<file path="config.mk">
export PLATFORM = sky130hd
export DESIGN_NAME = rca_seq_adder
export DESIGN_NICKNAME = d
export VERILOG_FILES = /design/src/rtl/rca_seq_adder_pkg.sv /design/src/rtl/rca_seq_adder_rca4_slice.sv /design/src/rtl/rca_seq_adder.sv
export SDC_FILE = /design/constraint.sdc
export NUM_CORES = 1
export LEC_CHECK = 0
export CAP_MARGIN = 20
export CORE_AREA = 5 5 79 81
export CTS_CLUSTER_SIZE = 16
export DETAILED_ROUTE_END_ITERATION = 12
export DIE_AREA = 0 0 84 86
export GPL_TIMING_DRIVEN = 0
export HOLD_SLACK_MARGIN = 0.05
export PLACE_DENSITY = 0.87
export SLEW_MARGIN = 20
export SYNTH_ARGS = -nofsm -noshare
export SYNTH_HDL_FRONTEND = slang
export SYNTH_SLANG_ARGS = --single-unit
</file>
<file path="constraint.sdc">
create_clock -name clk -period 3.85 [get_ports clk]
set_input_delay 1.155 -clock clk [delete_from_list [all_inputs] [get_ports clk]]
set_output_delay 1.155 -clock clk [all_outputs]
set_load 0.01 [all_outputs]
</file>
<file path="src/rtl/rca_seq_adder_pkg.sv">
`default_nettype none
// ============================================================================
// Module      : rca_seq_pkg
// Description : Shared types and constants for the nibble-serial adder
//               (controller state encoding, slice width).
// Revision    : 1.0 - initial release
// ============================================================================
package rca_seq_pkg;

  // Width of the shared ripple-carry slice
  localparam int NIBBLE = 4;

  // Controller states
  typedef enum logic [1:0] {
    IDLE = 2'd0,
    RUN  = 2'd1,
    DONE = 2'd2
  } state_t;

endpackage
`default_nettype wire

</file>
<file path="src/rtl/rca_seq_adder_rca4_slice.sv">
`default_nettype none
// ============================================================================
// Module      : rca4_slice
// Description : Combinational 4-bit ripple-carry adder made of full-adder
//               cells. Also exposes the carry into bit 3 so the caller can
//               form a signed-overflow flag.
// Revision    : 1.0 - initial release
// ============================================================================
module rca4_slice (
  input  logic [3:0] a,
  input  logic [3:0] b,
  input  logic       ci,
  output logic [3:0] s,
  output logic       co,
  output logic       c3
);

  // w_c[i] is the carry into bit i; w_c[4] is the slice carry-out
  logic [4:0] w_c;

  assign w_c[0] = ci;

  for (genvar i = 0; i < 4; i++) begin : g_fa
    assign s[i]     = a[i] ^ b[i] ^ w_c[i];
    assign w_c[i+1] = (a[i] & b[i]) | (w_c[i] & (a[i] ^ b[i]));
  end

  assign co = w_c[4];
  assign c3 = w_c[3];

endmodule
`default_nettype wire

</file>
<file path="src/rtl/rca_seq_adder.sv">
`default_nettype none
// ============================================================================
// Module      : rca_seq_adder
// Description : WIDTH-bit adder that reuses a single 4-bit ripple-carry
//               slice, one nibble per clock, LSB first, with the inter-nibble
//               carry held in a register. valid/ready on both sides.
//               Optional macro RCA_SEQ_OVF_EN adds a signed-overflow output.
// Revision    : 1.0 - initial release
// ============================================================================
module rca_seq_adder
  import rca_seq_pkg::*;
#(
  parameter int WIDTH = 16
) (
  input  logic             clk,
  input  logic             rst_n,
  input  logic             in_valid,
  output logic             in_ready,
  input  logic [WIDTH-1:0] a,
  input  logic [WIDTH-1:0] b,
  input  logic             c_in,
  output logic             out_valid,
  input  logic             out_ready,
  output logic [WIDTH-1:0] sum,
  output logic             c_out,
  output logic             busy
`ifdef RCA_SEQ_OVF_EN
  ,
  output logic             ovf
`endif
);

  localparam int NIB_CNT = WIDTH / NIBBLE;
  localparam int IDX_W   = (NIB_CNT > 1) ? $clog2(NIB_CNT) : 1;

  // Reject widths the nibble-serial datapath cannot cover exactly
  if ((WIDTH % NIBBLE) != 0 || WIDTH < NIBBLE) begin : g_bad_width
    $error("rca_seq_adder: WIDTH must be a multiple of 4 and at least 4");
  end

  state_t             r_state;
  state_t             w_state_next;
  logic [WIDTH-1:0]   r_a;
  logic [WIDTH-1:0]   r_b;
  logic [WIDTH-1:0]   r_sum;
  logic               r_carry;
  logic [IDX_W-1:0]   r_idx;

  logic [NIBBLE-1:0]  w_a_nib;
  logic [NIBBLE-1:0]  w_b_nib;
  logic [NIBBLE-1:0]  w_s;
  logic               w_co;
  logic               w_c3;
  logic               w_last;

  assign w_last = (r_idx == IDX_W'(NIB_CNT - 1));

  // Select the current operand nibbles for the shared slice
  always_comb begin
    w_a_nib = '0;
    w_b_nib = '0;
    for (int n = 0; n < NIB_CNT; n++) begin
      if (r_idx == IDX_W'(n)) begin
        w_a_nib = r_a[n*NIBBLE +: NIBBLE];
        w_b_nib = r_b[n*NIBBLE +: NIBBLE];
      end
    end
  end

  rca4_slice u_slice (
    .a  (w_a_nib),
    .b  (w_b_nib),
    .ci (r_carry),
    .s  (w_s),
    .co (w_co),
    .c3 (w_c3)
  );

  // State register
  always_ff @(posedge clk or negedge rst_n) begin
    if (!rst_n) begin
      r_state <= IDLE;
    end else begin
      r_state <= w_state_next;
    end
  end

  // Next-state decode
  always_comb begin
    w_state_next = r_state;
    case (r_state)
      IDLE:    if (in_valid) w_state_next = RUN;
      RUN:     if (w_last) w_state_next = DONE;
      DONE:    if (out_ready) w_state_next = IDLE;
      default: w_state_next = IDLE;
    endcase
  end

  // Operand capture and nibble-serial accumulation
  always_ff @(posedge clk or negedge rst_n) begin
    if (!rst_n) begin
      r_a     <= '0;
      r_b     <= '0;
      r_sum   <= '0;
      r_carry <= 1'b0;
      r_idx   <= '0;
    end else begin
      case (r_state)
        IDLE: begin
          if (in_valid) begin
            r_a     <= a;
            r_b     <= b;
            r_sum   <= '0;
            r_carry <= c_in;
            r_idx   <= '0;
          end
        end
        RUN: begin
          for (int n = 0; n < NIB_CNT; n++) begin
            if (r_idx == IDX_W'(n)) begin
              r_sum[n*NIBBLE +: NIBBLE] <= w_s;
            end
          end
          r_carry <= w_co;
          // idx saturates on the final nibble instead of wrapping
          if (!w_last) begin
            r_idx <= r_idx + 1'b1;
          end
        end
        default: ;
      endcase
    end
  end

`ifdef RCA_SEQ_OVF_EN
  logic r_ovf;

  // Signed overflow taken from the top nibble: carry into MSB vs carry out
  always_ff @(posedge clk or negedge rst_n) begin
    if (!rst_n) begin
      r_ovf <= 1'b0;
    end else if (r_state == IDLE && in_valid) begin
      r_ovf <= 1'b0;
    end else if (r_state == RUN && w_last) begin
      r_ovf <= w_c3 ^ w_co;
    end
  end

  assign ovf = r_ovf;
`endif

  assign in_ready  = (r_state == IDLE);
  assign out_valid = (r_state == DONE);
  assign busy      = (r_state == RUN) || (r_state == DONE);
  assign sum       = r_sum;
  assign c_out     = r_carry;

endmodule
`default_nettype wire

</file>
==> impl_results.md <==
- Final Hold Slack: 0.516 ns
- Post-route ant nets: 0
- PD cells: 844 nW/µm²
- Largest net degree at the start of global routing: 54
- Drt first-iter violations: 90
- Max Freq: 283 MHz
- Cell mode on critical path: fa_1
- Placement row count: 27
- DIE WIDTH: 84 µm
- Root Driver: clkbuf_8
- Worst setup EP type: flip-flop
- Clock Path Buffers: 2
- # DRC: 0
- Worst path bufs/invs: 5
- HP Class: reg2reg
- CTS tree: yes
- Hold-fix buffers, CTS: 0
- Initial Util: 50.2%
- Worst path cell trace: inv_1 > ha_1 > buf_2 > buf_2 > o21ai_0 > a22o_1 > fa_1 > inv_1 > fa_1 > fa_1 > inv_1 > fa_1 > nand2_1 > o22ai_1 > a22o_1
- Syn Inst Count: 244
- Dpl hpwl: 4.40 mm
- DR vias: 2070
- Setup Crit Path Kind: reg2reg
- Num ports: 57
- First-pass GRT wire length: 9.89 mm
- Min-delay src: r_b[8]
- Leak Pwr: 1.49 nW
- Synth warn: 0
- Vias per inst: 5.45
- Post-synth ARST share: 100%
- Top cells by area, synth: dfrtp_1 (49%), mux2_2 (14%), a22o_1 (6.5%)
- Final Wtd Congestion: 0.787
- Worst setup path startpoint: r_idx[1]
- Gr usage total: 16.9%
- Met1 WL: 2.62 mm
- Port-buffer cells: 56
- Die Y-Extent: 86 µm
- RSZ-0062 raised after global routing: no
- Core ar.: 5410 µm²
- Share of layout cells above drive strength 1: 18.2%
- Worst reg2reg startpoint: r_idx[1]
- Die ar.: 7220 µm²
- Setup TNS: 0 ns
- Post-synth top area share: 48.9%
- Initial antenna violation count: 0
- CP delay by family, top: adder cells
- Antenna fix cells: 0
- Post-synthesis cell type count: 27
- Syn Nets: 292
- Critical-path top delay cell: fa_1
- Commonest non-fill, non-tap cell in the layout: clkdlybuf4s50_1
- Fillers: 450
- Status: finished, final reports clean
- Gr ovfl total: 0
- Count of endpoints failing setup in the final report: 0
- WL/cell: 15.6 µm
- Slew headroom: 56.5%
- Post-Route WL: 5.93 mm
- Synth Cell Area: 2710 µm²
- CTS Buf Count: 5
- Top Metal Used: met4
- Max Cap Viol: 0
- Number of synthesized register bits: 53
- Worst Path Required: 4.06 ns
- Sequential area share after synthesis: 48.9%
- Syn Area/Cell: 11.1 µm²
- Flop-to-flop setup slack: 0.32 ns
- Final Max Tran Viols: 0
- Met2 WL: 2.95 mm
- Final Cycle Share: 91.8%
- Max VDD drop: 383 µV
- Worst-Margin Slew: 0.652 ns
- Met3 WL: 287 µm
- P&R area growth vs syn: 28.2%
- CTS sink cnt: 53
- DR pass1 iterations: 4
- Worst Path Max Fanout: 10
- Layout Nets: 355
- Final min period: 3.53 ns
- Crit path DAT: 3.74 ns
- Most frequent cells in the layout: clkdlybuf4s50_1 (55), dfrtp_1 (53), mux2_2 (33), inv_1 (26), a22o_1 (20)
- Area leader, netlist: dfrtp_1
- Vias in the first global route: 2092
- Dominant synthesized flop cell: dfrtp_1
- Tot Pwr: 2.94 mW
- H-tree Lvls: 2
- Startpoint Class: flip-flop
- Worst-Skew Late Latency: 0.31 ns
- Clock Skews: 0.00896 ns
- Clk slew on worst S/H paths: 0.10 ns
- Final Hold Fails: 0
- Worst path max stage delay: 0.47 ns
- Post-synth EDFFs: 0
-- repair_timing --
action                     CTS  global route
resized for setup            0             4
buffers inserted             0             0
setup endpoints to repair    0             4
-- power breakdown --
| group | switching, mW | total [mW] | leakage, nW | internal, mW |
|---|---|---|---|---|
| logic | 0.783 | 1.60 | 0.779 | 0.812 |
| registers | 0.158 | 0.959 | 0.659 | 0.800 |
| clock network | 0.187 | 0.382 | 0.0543 | 0.195 |
-- state kept, by name, summed over array words and instances, names as in the netlist --
| name | count |
|---|---|
| r_idx | 2 |
| r_state | 2 |
| r_b | 16 |
| sum | 16 |
| c_out | 1 |
| r_a | 16 |
-- cell families (layout without fill, tap and decap cells) --
| kind of cell | count (synthesis) | in the layout | synth area share (%) |
|---|---|---|---|
| and+or+nand+nor | 38 | 38 | 7.01 |
| adders and majority gates | 11 | 11 | 6.18 |
| muxes | 33 | 33 | 13.7 |
| DFF | 53 | 53 | 48.9 |
| AOI/OAI and AO/OA | 68 | 68 | 17.7 |
| buffers and inverters | 41 | 105 | 6.46 |
-- per-layer routing --
metal	up-vias	GRT usage, %
met5	-	0
met4	0	4.39
met3	7	3.27
met2	45	28.9
met1	1027	22.2
li1	991	-
-- area by class of cell --
class                      count  area [µm²]  area share, %
buffer                        15        80.1           2.30
clock inverter                 3        46.3           1.33
timing repair buffer          56         558           16.0
clock buffer                   5        68.8           1.98
inverter                      26        97.6           2.81
multi-input combinational    150        1210           34.8
tap                           72        90.1           2.59
sequential                    53        1330           38.1
-- worst paths after layout --
check,to,depth (start not counted)
min,r_b[8],1
max in group asynchronous,sum[14],1
min reg2reg,r_b[8],1
max,sum[7],15
max reg2reg,sum[7],15
min in group asynchronous,r_a[5],1
-- cell usage after synthesis, types with 2 or more instances --
master     number
a22o_1         20
nand3_1         2
o31ai_1         4
a31oi_1         2
a221oi_1        2
a22oi_1         4
ha_1            7
inv_1          26
clkbuf_1        5
nand2_1        18
dfrtp_1        53
o21ai_0         6
a21oi_1        12
o2bb2ai_1       2
mux2_2         33
nor2b_1         4
fa_1            4
nand2b_1       12
buf_2           8
o22ai_1        13
-- metrics by stage --
step	instances	cell area [µm²]	utilization (%)	setup WS (ns)
2_1_floorplan	244	2710	-	0.650
3_3_place_gp	372	3360	62.2	0.150
3_5_place_dp	372	3360	62.2	0.198
4_1_cts	380	3470	64.3	0.155
5_1_grt	380	3480	64.3	0.124
6_report	380	3480	64.3	0.317
Note: power is estimated with default switching activity, not from simulation.
